--- src/rtl/fifo_wr_arbiter.sv ---
// Round-robin arbiter sharing one FIFO write port between NUM_REQ valid/ready producers.
// Optional per-requester beat counters are built when FIFO_ARB_STATS_EN is defined.
`ifndef DEF_FIFO_WIDTH
`define DEF_FIFO_WIDTH 8
`endif

module fifo_wr_arbiter #(
  parameter int FIFO_WIDTH = `DEF_FIFO_WIDTH,
  parameter int NUM_REQ    = 4,
  parameter int BURST_LEN  = 4
) (
  input  logic                          clk,
  input  logic                          rstN,
  input  logic [NUM_REQ-1:0]            req_valid,
  input  logic [NUM_REQ*FIFO_WIDTH-1:0] req_data,
  output logic [NUM_REQ-1:0]            req_ready,
  output logic                          wr_en,
  output logic [FIFO_WIDTH-1:0]         data_in,
  input  logic                          full,
  output logic [$clog2(NUM_REQ)-1:0]    grant_id,
  output logic                          busy,
  output logic [NUM_REQ*16-1:0]         stat_beats
);

  localparam int ID_W = $clog2(NUM_REQ);

  typedef enum logic {
    S_IDLE  = 1'b0,
    S_GRANT = 1'b1
  } state_t;

  state_t          r_state;
  state_t          w_state_nxt;
  logic [ID_W-1:0] r_grant_id;
  logic [ID_W-1:0] w_grant_nxt;
  logic [ID_W-1:0] r_rr_ptr;
  logic [ID_W-1:0] w_ptr_nxt;
  logic [7:0]      r_beat_cnt;
  logic [7:0]      w_cnt_nxt;

  logic            w_any;
  logic [ID_W-1:0] w_pick_id;
  logic            w_gvalid;
  logic            w_accept;
  logic [ID_W-1:0] w_grant_inc;

  // Walk offsets from high to low so the lowest offset from r_rr_ptr wins.
  always_comb begin : pick_c
    int idx;
    // NOTE: every variable assigned in a combinational block gets a default
    // first, so no path through the block can leave it holding (a latch).
    w_any     = 1'b0;
    w_pick_id = '0;
    idx       = 0;
    for (int i = NUM_REQ - 1; i >= 0; i--) begin
      idx = int'(r_rr_ptr) + i;
      if (idx >= NUM_REQ) idx = idx - NUM_REQ;
      if (req_valid[ID_W'(idx)]) begin
        w_any     = 1'b1;
        w_pick_id = ID_W'(idx);
      end
    end
  end

  assign w_gvalid    = req_valid[r_grant_id];
  assign w_grant_inc = (r_grant_id == ID_W'(NUM_REQ - 1)) ? '0 : r_grant_id + ID_W'(1);

  always_comb begin : fsm_c
    w_state_nxt = r_state;
    w_grant_nxt = r_grant_id;
    w_ptr_nxt   = r_rr_ptr;
    w_cnt_nxt   = r_beat_cnt;
    w_accept    = 1'b0;
    req_ready   = '0;
    wr_en       = 1'b0;
    data_in     = '0;
    case (r_state)
      S_IDLE: begin
        w_cnt_nxt = '0;
        if (w_any) begin
          w_state_nxt = S_GRANT;
          w_grant_nxt = w_pick_id;
        end
      end
      S_GRANT: begin
        req_ready[r_grant_id] = ~full;
        w_accept              = w_gvalid & ~full;
        wr_en                 = w_accept;
        if (w_accept) begin
          data_in   = req_data[int'(r_grant_id) * FIFO_WIDTH +: FIFO_WIDTH];
          w_cnt_nxt = r_beat_cnt + 8'd1;
        end
        // A full stall with valid held keeps the grant; a producer gap or a
        // completed burst hands the port to the next requester.
        if (!w_gvalid || (w_accept && r_beat_cnt == 8'(BURST_LEN - 1))) begin
          w_state_nxt = S_IDLE;
          w_ptr_nxt   = w_grant_inc;
        end
      end
      default: w_state_nxt = S_IDLE;
    endcase
  end

  // NOTE: state registers use non-blocking assignments so every flop samples
  // the pre-edge values regardless of statement order.
  always_ff @(posedge clk or negedge rstN) begin
    if (!rstN) begin
      r_state    <= S_IDLE;
      r_grant_id <= '0;
      r_rr_ptr   <= '0;
      r_beat_cnt <= '0;
    end else begin
      r_state    <= w_state_nxt;
      r_grant_id <= w_grant_nxt;
      r_rr_ptr   <= w_ptr_nxt;
      r_beat_cnt <= w_cnt_nxt;
    end
  end

  assign busy     = (r_state == S_GRANT);
  assign grant_id = r_grant_id;

`ifdef FIFO_ARB_STATS_EN
  logic [15:0] r_stat [NUM_REQ];

  // NOTE: this counter array is visible on a port, so unlike a data memory
  // it must be cleared by reset.
  always_ff @(posedge clk or negedge rstN) begin
    if (!rstN) begin
      for (int i = 0; i < NUM_REQ; i++) r_stat[i] <= '0;
    end else if (w_accept && r_stat[r_grant_id] != 16'hFFFF) begin
      r_stat[r_grant_id] <= r_stat[r_grant_id] + 16'd1;
    end
  end

  for (genvar g = 0; g < NUM_REQ; g++) begin : g_stat
    assign stat_beats[g*16 +: 16] = r_stat[g];
  end
`else
  assign stat_beats = '0;
`endif

endmodule
--- config.mk ---
export PLATFORM = sky130hd
export DESIGN_NAME = fifo_wr_arbiter
export DESIGN_NICKNAME = d
export VERILOG_FILES = /design/src/rtl/fifo_wr_arbiter.sv
export SDC_FILE = /design/constraint.sdc
export NUM_CORES = 1
export LEC_CHECK = 0
export BUFFER_PORTS_ARGS = -buffer_cell sky130_fd_sc_hd__buf_2
export CORE_MARGIN = 10
export CORE_UTILIZATION = 38
export CTS_CLUSTER_DIAMETER = 30
export DETAILED_ROUTE_END_ITERATION = 8
export PLACE_DENSITY = 0.79
export SLEW_MARGIN = 20
export SYNTH_ARGS = -nofsm -noshare
export SYNTH_HDL_FRONTEND = slang
export SYNTH_SLANG_ARGS = --single-unit
--- constraint.sdc ---
create_clock -name clk -period 2.9 [get_ports clk]
set_clock_uncertainty 0.05 [all_clocks]
set_input_delay 0.87 -clock clk [delete_from_list [all_inputs] [get_ports clk]]
set_output_delay 0.87 -clock clk [all_outputs]
set_load 0.05 [all_outputs]
After elaboration in Yosys (flattened, before gate mapping) --
Index checks and enable logic that the tools add are counted.
Cells by class: add/subtract/negate cells 9, order comparisons 10, equal/unequal tests 3, shift-type cells 1, multiplexer cells 38, bitwise logic cells 4, reduce and logical (&&, ||, !) cells 6
Operators by type and width (number):
- $shiftx A32 B6 Y8 | 1
- $mux W8 | 3
- $mux W2 | 9
- $mux W1 | 17
- $lt A2 B4 Y1 const B | 4
- $pmux W8 S2 | 1
- $bmux W1 S2 | 5
- $ge A3 B3 Y1 const B | 3
- $add A8 B1 Y8 const B | 1
- $eq A8 B2 Y1 const B | 1
- $sub A2 B1 Y2 const B | 4
- $add A2 B2 Y3 const B | 2
- $and A4 B4 Y4 | 1
- $mux W4 | 1
- $reduce_and A2 Y1 | 2
- $add A2 B1 Y3 const B | 1
- $ge A2 B3 Y1 const B | 1
- $lt A2 B3 Y1 const B | 1
- $add A2 B1 Y2 const B | 1
- $demux W1 S2 | 1
- $eq A2 B2 Y1 const B | 1
- $ge A2 B1 Y1 const B | 1
- $logic_and A1 B1 Y1 | 2
- $ne A2 B1 Y1 const B | 1
- 5 further kinds | 6
Storage, ports and cells: bits in registers 13, input bits 39, output and inout bits 80, word-level logic and storage cells 75

Depth between registers and ports, before layout --
Gate-level depths: netlist of run 1.
depth in word-level cells 12, gate-level depth with buffers 6, depth with buffers taken out 5

Worst setup path before layout of run 1 --
OpenSTA, ideal clock, no wires.
path kind register to output, from register r_grant_id[1] (netlist: grant_id[1]), to output port data_in[0], data arrival time 1.985 ns, data required time 1.980 ns, setup slack -0.005 ns, stages on the path, launching flop included 6, path buffers 2, path through dfrtp_1 > buf_2 > inv_2 > mux2_4 > clkbuf_1 > and3_1
Between the ends: longest elaborated chain between the ends 5, elaborated cells on any way between the ends 6, those cells by class shift: 1; mux: 4; bitwise: 1
RTL lines:
- start: declaration | RTL line 34 | logic [ID_W-1:0] r_grant_id;
- start signal: assignment | RTL line 114 | r_grant_id <= w_grant_nxt;
- branches (longest 3 deep; another with $shiftx A32 B6 Y8)
- $mux W8 (*) | RTL line 89 | if (w_accept) begin
- $mux W8 (*) | RTL line 77 | case (r_state)
- end: declaration | RTL line 18 | output logic [FIFO_WIDTH-1:0] data_in,
Mark *: on every way between the ends. The select of a mux whose other input is x is not followed.

Worst setup path in the final report of run 1 --
from input port req_valid[2], to output port data_in[6]
Between the ends: longest elaborated chain between the ends 5
RTL lines:
- start: declaration | RTL line 14 | input logic [NUM_REQ-1:0] req_valid,
- $bmux W1 S2 | RTL line 65 | assign w_gvalid = req_valid[r_grant_id];
- $mux W1 (not written as such) | RTL line 65
- $and A1 B1 Y1 | RTL line 87 | w_accept = w_gvalid & ~full;
- $mux W8 | RTL line 89
- $mux W8 | RTL line 77
No other way between the ends. The select of a mux whose other input is x is not followed.

==> impl_metrics.json, run 1 <==
{
  "path_clk_slew_ns": 0.06,
  "hold_viol_final": 0,
  "fin_crit_ns": 2.86,
  "dr.pass1.iters": 4,
  "fmax_mhz": 349,
  "grt_max_degree": 15,
  "num_rows": 23,
  "rr_worst_depth": 7,
  "ys_ff_latch": 13,
  "wl_met3_um": 438,
  "synth.avg_cell_area_um2": 9.26,
  "place.gp.congestion": 0.761,
  "die_w_um": 84.9,
  "ys.flop_type": "dfrtp_1",
  "grt_pass1_vias": 1356,
  "floorplan.initialDensity_pct": 39.8,
  "cts_root_buffer": "clkbuf_8",
  "dieArea_um2": 7220,
  "crit_fanout": 5,
  "yosysTopAreaCell": "buf_4",
  "placed_area_um2": 1740,
  "overflow": 0,
  "peakVddDrop_v": 0.000270,
  "drc": 0,
  "drt_iter0_drc": 47,
  "drt_wl_total_um": 4310,
  "area_growth_pct": 15.9,
  "postLayoutCellArea_um2": 1860,
  "wl_met1_um": 1620,
  "vias_per_cell": 4.52,
  "ys_types": 38,
  "syn_inst": 173,
  "port_buffers": 54,
  "leakage_nw": 1.01,
  "fin_crit_sh_pct": 98.8,
  "clock_sinks": 13,
  "yosysMostFrequentCell": "buf_4",
  "cts_made_buffers": 3,
  "synth_edf_count": 0,
  "clk_latency_ns": 0.24,
  "hp-class": "in -> async",
  "cts_buffer_depth": 2,
  "vias": 1292,
  "cts_hold_buf": 0,
  "required_ns": 1.98,
  "dp.cells": 280,
  "arrival_ns": 1.94,
  "synth_common_cells": "buf_4, dfrtp_1, a21oi_1, and3_1, mux4_2",
  "post_drt_wl_per_cell_um": 15.1,
  "grt_first_pass_wirelength_um": 6450,
  "htree_num_levels": 1,
  "coreArea_um2": 4030,
  "ys_async_sr_fraction_pct": 100,
  "cap_violations": 0,
  "synth_area_um2": 1600,
  "gr-usage-all-layers_pct": 10.4,
  "end_kind": "output pin",
  "nNetsFinal": 281,
  "ant_nets": 0,
  "fp.dieH_um": 84.9,
  "insertedDiodeCount": 0,
  "powerDensity_nw_per_um2": 869,
  "fin_cells": 286,
  "startpoint_type": "input port",
  "crit_type": "in -> out",
  "yosysWarnings": 0,
  "top_layer_used": "met4",
  "synthTopCellsByArea": "buf_4, dfrtp_1, mux4_2, ha_1, and3_1",
  "dr_wl_met2_um": 2190,
  "antenna_found_initial": 0,
  "slew_viol_final": 0,
  "setup_viol": 0,
  "status": "finished, final reports clean",
  "synthDominantCellAreaShare_pct": 30.0,
  "ioPinCount": 119,
  "rsz0062_at_grt": "false",
  "synth.yosys.seq_area_share_pct": 20.3,
  "drive_gt1_share_pct": 39.0,
  "hpwlAfterDp_um": 3610,
  "cts_tree": "done"
}
state kept, by name (all words and copies together), names as in the netlist:
signal / count
busy: 1
grant_id: 2
r_beat_cnt: 8
r_rr_ptr: 2
final cells by class:
cell class                 instances  area, µm²
sequential                        13        325
tap                               50       62.6
timing repair buffer              64        395
inverter                           5       18.8
multi-input combinational        150       1010
clock buffer                       4       45.0
fill                             382       2170
metal layers:
metal,GRT usage [%],up-vias
met2,19.3,78
met1,10.3,608
met3,4.49,6
met5,0,-
met4,2.69,0
li1,-,600
kinds of logic (layout without fill, tap and decap cells):
logic type               after synthesis  in the layout  share of synthesized area (%)
AO/OA/AOI/OAI                         20             20                           8.35
XOR/XNOR                               1              1                          0.547
adder cells (fa/ha/maj)                5              5                           3.90
buffers and inverters                 74             73                           32.9
flip-flops                            13             13                           20.3
multiplexers                          16             17                           17.3
other                                  1             64                          0.234
AND/OR/NAND/NOR                       43             43                           16.4
worst max-delay path: stages:
cell,delay [ns]
buf_2,0.12
mux2_4,0.29
mux2_4,0.31
and3_2,0.19
buf_6,0.15
where the power goes:
part	internal [W]	switching (W)	total (W)
clock	0.0000969	0.0000629	0.000160
sequential	0.000228	0.0000740	0.000302
combinational	0.000419	0.000732	0.00115
total	0.000745	0.000869	0.00161
metrics by stage:
stage | total power [W] | hold WS, ns | worst slack [ns] | util (%) | TNS (ns)
5_1_grt | 0.00171 | 0.474 | 0.00665 | 46.1 | 0
2_1_floorplan | 0.00122 | 0.468 | 0.0624 | - | 0
6_report | 0.00161 | 0.459 | 0.0353 | 46.1 | 0
4_1_cts | 0.00156 | 0.465 | 0.000993 | 44.6 | 0
3_5_place_dp | 0.00138 | 0.504 | -0.00338 | 43.2 | -0.00653
3_3_place_gp | 0.00136 | 0.489 | 0.00820 | 43.2 | 0
worst paths after layout:
kind                       slack, ns                 startpoint                   endpoint
max                             0.04               req_valid[2]                 data_in[6]
min                             0.46                       rstN             busy$_DFF_PN0_
max reg2reg                     0.80    grant_id[0]$_DFFE_PN0P_    r_rr_ptr[0]$_DFFE_PN0P_
min reg2reg                     0.53  r_beat_cnt[7]$_DFFE_PN0P_  r_beat_cnt[7]$_DFFE_PN0P_
max in group asynchronous       2.11                       rstN  r_beat_cnt[6]$_DFFE_PN0P_
min in group clk                0.53  r_beat_cnt[7]$_DFFE_PN0P_  r_beat_cnt[7]$_DFFE_PN0P_
layout by cell type, fill, tap and decap left out, types with 2 or more instances in the layout:
cell type  count
clkbuf_8       3
o31ai_1        3
or4_1          3
buf_2         46
nand2_1        3
nor2_1         6
buf_4         10
nand2b_1       2
and3_2         8
mux2i_1        3
conb_1        64
mux2_4         4
dfrtp_1       13
ha_1           5
inv_1          3
o21ai_0        3
mux2_1         2
and2_1         4
mux4_2         8
or3_1          4
a21oi_1        9
buf_6          8
nand3_1        5
nor2b_1        2
timing repair:
action,in CTS,in global routing
resized for setup,5,15
gates cloned,0,1
setup buffers,0,1
endpoints found under the setup margin,5,8
No activity file was read; power rests on OpenSTA's default activity.
==> run 2: changes to the inputs <==
--- a/config.mk
+++ b/config.mk
@@ -6,11 +6,10 @@
 export NUM_CORES = 1
 export LEC_CHECK = 0
 export BUFFER_PORTS_ARGS = -buffer_cell sky130_fd_sc_hd__buf_2
-export CORE_MARGIN = 10
-export CORE_UTILIZATION = 38
+export CORE_UTILIZATION = 37
 export CTS_CLUSTER_DIAMETER = 30
 export DETAILED_ROUTE_END_ITERATION = 8
-export PLACE_DENSITY = 0.79
+export PLACE_DENSITY = 0.81
 export SLEW_MARGIN = 20
 export SYNTH_ARGS = -nofsm -noshare
 export SYNTH_HDL_FRONTEND = slang
==> constraint.sdc (replaced) <==
create_clock -name clk -period 2.42 [get_ports clk]
set_clock_uncertainty 0.05 [all_clocks]
set_input_delay 0.726 -clock clk [delete_from_list [all_inputs] [get_ports clk]]
set_output_delay 0.726 -clock clk [all_outputs]
set_load 0.05 [all_outputs]
==> impl_metrics.json, run 2 (synthesized netlist as in run 1, its figures left out) <==
{
  "vias": 1278,
  "fp.dieH_um": 67.8,
  "dr.pass1.iters": 4,
  "drc": 0,
  "crit_fanout": 5,
  "regMostFlops": "r_beat_cnt",
  "fin_crit_ns": 2.51,
  "place.gp.congestion": 0.738,
  "status": "finished with violations",
  "grt_first_pass_wirelength_um": 5100,
  "area_growth_pct": 24.8,
  "htree_num_levels": 1,
  "ant_nets": 0,
  "cap_violations": 0,
  "die_w_um": 67.8,
  "insertedDiodeCount": 0,
  "required_ns": 1.64,
  "num_rows": 23,
  "port_buffers": 54,
  "final_cell_mix": "conb_1, buf_2, buf_4, dfrtp_1, a21oi_1",
  "clk_latency_ns": 0.24,
  "hpwlAfterDp_um": 2480,
  "layout_setup_ws_ns": -0.0891,
  "grt_max_degree": 15,
  "cts_hold_buf": 0,
  "r2r_start": "grant_id[0]$_DFFE_PN0P_",
  "dp.cells": 281,
  "clock_sinks": 13,
  "post_drt_wl_per_cell_um": 11.3,
  "hold_viol_final": 0,
  "peakVddDrop_v": 0.000541,
  "tns_ns": -0.675,
  "vias_per_cell": 4.41,
  "ioPinCount": 119,
  "cts_buffer_depth": 2,
  "drive_gt1_share_pct": 41.7,
  "fin_crit_sh_pct": 104,
  "powerDensity_nw_per_um2": 1020,
  "end_kind": "output pin",
  "startpoint_type": "input port",
  "drt_iter0_drc": 19,
  "gr-usage-all-layers_pct": 15.1,
  "floorplan.initialDensity_pct": 39.2,
  "hp-class": "in -> async",
  "slew_viol_final": 0,
  "antenna_found_initial": 0,
  "coreArea_um2": 4090,
  "cts_made_buffers": 3,
  "leakage_nw": 1.03,
  "crit_type": "in -> out",
  "largest_reg_flops": 8,
  "cts_tree": "done",
  "grt_pass1_vias": 1117,
  "dieArea_um2": 4600,
  "nNetsFinal": 285,
  "final_common_cell": "conb_1",
  "violations": "negative setup slack",
  "cp-startpoint": "req_valid[2]",
  "cts_root_buffer": "clkbuf_8",
  "fmax_mhz": 399,
  "setup_viol": 9,
  "arrival_ns": 1.73,
  "overflow": 0,
  "fin_cells": 290,
  "path_clk_slew_ns": 0.05,
  "rsz0062_at_grt": "true",
  "drt_wl_total_um": 3270
}
[run 2: what timing repair did]
action / CTS / global route
cloned: 1 / 0
pin swaps: 1 / 0
setup endpoints to repair: 9 / 12
buffers inserted: 3 / 1
resized for setup: 37 / 9
[run 2: final timing paths]
kind	endpoint	slack (ns)	cells past startpoint
hold / removal	r_beat_cnt[3]$_DFFE_PN0P_	0.31	1
min in group clk	r_beat_cnt[7]$_DFFE_PN0P_	0.52	2
setup / recovery	data_in[1]	-0.09	5
hold reg to reg	r_beat_cnt[7]$_DFFE_PN0P_	0.52	2
setup reg to reg	r_rr_ptr[0]$_DFFE_PN0P_	0.39	6
max in group asynchronous	grant_id[1]$_DFFE_PN0P_	1.77	1
[run 2: final cells by class]
class	count	area, µm²
timing repair buffer	68	503
tap	50	62.6
multi-input combinational	150	1040
inverter	5	18.8
clock buffer	4	45.0
sequential	13	328
fill	398	2090
[run 2: power breakdown]
| group | switching [W] | total (W) | internal [W] |
|---|---|---|---|
| logic | 0.000857 | 0.00145 | 0.000594 |
| registers | 0.000126 | 0.000403 | 0.000277 |
| clock network | 0.0000803 | 0.000197 | 0.000117 |
| total | 0.00106 | 0.00205 | 0.000988 |
[run 2: metal layers]
layer | GRT usage [%] | part of all wire (%)
met1 | 17.7 | 41
met5 | 0 | 0
met2 | 26.2 | 52
met3 | 1.83 | 4.5
met4 | 8.85 | 2.4
[run 2: per-stage QoR]
stage / hold WS (ns) / setup slack, ns / power, W / util, % / cell area [µm²]
2_1_floorplan: 0.380 / -0.0545 / 0.00149 / - / 1870
3_3_place_gp: 0.489 / -0.177 / 0.00164 / 43.2 / 1770
3_5_place_dp: 0.516 / -0.192 / 0.00167 / 43.2 / 1770
4_1_cts: 0.311 / -0.0909 / 0.00204 / 48.3 / 1970
5_1_grt: 0.321 / -0.117 / 0.00218 / 49.0 / 2000
6_report: 0.306 / -0.0891 / 0.00205 / 49.0 / 2000
[run 2: critical path, stage by stage]
cell	delay [ns]
buf_6	0.09
mux2_4	0.28
mux2_4	0.32
and3_4	0.17
buf_8	0.14
==> run 3: changes to the inputs <==
==> constraint.sdc (replaced) <==
create_clock -name clk -period 2.1 [get_ports clk]
set_clock_uncertainty 0.05 [all_clocks]
set_input_delay 0.63 -clock clk [delete_from_list [all_inputs] [get_ports clk]]
set_output_delay 0.63 -clock clk [all_outputs]
set_load 0.05 [all_outputs]
==> impl_metrics.json, run 3 (synthesized netlist as in run 1, its figures left out) <==
{
  "status": "finished with violations",
  "violations": "negative setup slack",
  "crit_fanout": 6,
  "placed_area_um2": 1820,
  "crit_end": "data_in[4]",
  "cp-startpoint": "grant_id[0]$_DFFE_PN0P_",
  "grt_pass1_vias": 1198,
  "nNetsFinal": 290,
  "r2r-end": "r_rr_ptr[0]$_DFFE_PN0P_",
  "multiInputGateArea_um2": 1050,
  "crit_type": "reg -> out",
  "path_clk_slew_ns": 0.06,
  "port_buffers": 54,
  "layout_setup_ws_ns": -0.257,
  "fin_cells": 295,
  "ant_nets": 0,
  "dp.cells": 286,
  "hp-class": "in -> async",
  "drive_gt1_share_pct": 44.9,
  "fin_crit_ns": 2.36,
  "drt_iter0_drc": 18,
  "htree_num_levels": 1,
  "insertedDiodeCount": 0,
  "cts_buffer_depth": 2,
  "rr_worst_depth": 5,
  "arrival_ns": 1.68,
  "cts_root_buffer": "clkbuf_8",
  "post_drt_wl_per_cell_um": 10.7,
  "fin_util_pct": 50.7,
  "cts_tree": "done",
  "final.fill_count": 357,
  "tns_ns": -2.63,
  "vias_per_cell": 4.38,
  "hold_viol_final": 0,
  "hpwlAfterDp_um": 2450,
  "required_ns": 1.42,
  "final_cell_mix": "conb_1, buf_2, buf_4, dfrtp_1, buf_8",
  "leakage_nw": 1.07,
  "final_common_cell": "conb_1",
  "overflow": 0,
  "dieArea_um2": 4600,
  "num_rows": 23,
  "cts_made_buffers": 3,
  "fin_crit_sh_pct": 112,
  "pre_cts_ws_ns": -0.330,
  "floorplan.initialDensity_pct": 39.2,
  "rsz0062_at_grt": "true",
  "dr.pass1.iters": 4,
  "die_w_um": 67.8,
  "drt_wl_total_um": 3170,
  "drc": 0,
  "clock_sinks": 13,
  "vias": 1293,
  "r2r_start": "grant_id[0]$_DFFE_PN0P_",
  "end_kind": "output pin",
  "ioPinCount": 119,
  "powerDensity_nw_per_um2": 1210,
  "regArea_um2": 328,
  "largest_reg_flops": 8,
  "coreArea_um2": 4090,
  "reg2reg_setup_slack_ns": 0.14,
  "antenna_found_initial": 0,
  "regMostFlops": "r_beat_cnt",
  "slew_viol_final": 0,
  "cap_violations": 0,
  "fp.dieH_um": 67.8,
  "setup_viol": 13,
  "startpoint_type": "register",
  "fmax_mhz": 424,
  "place.gp.congestion": 0.826,
  "area_growth_pct": 29.3,
  "peakVddDrop_v": 0.000405,
  "postLayoutCellArea_um2": 2070,
  "clk_latency_ns": 0.24,
  "grt_first_pass_wirelength_um": 4840,
  "grt_max_degree": 15,
  "gr-usage-all-layers_pct": 13.9
}
==> run 3: cell count changes in the layout (fill, tap and decap cells not counted), sizes merged <==
cell,delta
inv,-1
clkbuf,-2
buf,+7
clkinvlp,+1
==> run 3: repair_timing <==
action,in CTS,in global routing
gates resized for setup,47,0
gates cloned,1,0
setup endpoints to repair,13,13
hold buffers,0,0
setup buffers,4,0
pin swaps,1,0
==> run 3: cell type report <==
type	instances	share of cell area (%)
sequential	13	15.8
inverter	5	1.09
tap	50	3.02
clock buffer	4	2.17
timing repair buffer	73	27.1
multi-input combinational	150	50.8
==> run 3: power by group <==
part / internal (W) / switching [W]
Combinational: 0.000800 / 0.00106
Clock: 0.000134 / 0.0000881
Sequential: 0.000320 / 0.0000967
==> run 3: through the flow <==
step	power, W	hold slack, ns
3_3_place_gp	0.00197	0.480
3_5_place_dp	0.00199	0.484
4_1_cts	0.00251	0.230
6_report	0.00250	0.223
2_1_floorplan	0.00175	0.284
5_1_grt	0.00264	0.237
==> run 3: per-layer routing <==
layer / track usage (%) / share of wire (%) / vias to the layer above
li1: - / - / 617
met1: 13.6 / 36 / 605
met2: 28.8 / 55 / 67
met3: 1.83 / 7.7 / 4
met4: 4.69 / 1.3 / 0
met5: 0 / 0 / -
==> run 3: critical path: stages (launching register included) <==
cell and delay [ns]:
dfrtp_2 0.46, buf_12 0.15, mux4_2 0.49, and3_4 0.20
buf_8 0.14
==> run 3: worst min-delay path by stage <==
stage                     startpoint                        end  slack [ns]  depth (start not counted)
final                           rstN  r_beat_cnt[0]$_DFFE_PN0P_        0.22                          1
after CTS                       rstN  r_beat_cnt[3]$_DFFE_PN0P_        0.23                          1
after floorplan                 rstN             busy$_DFF_PN0_        0.28                          0
after global placement          rstN  r_beat_cnt[3]$_DFFE_PN0P_        0.48                          1
after global routing            rstN  r_beat_cnt[3]$_DFFE_PN0P_        0.24                          1
after detailed placement        rstN  r_beat_cnt[3]$_DFFE_PN0P_        0.48                          1
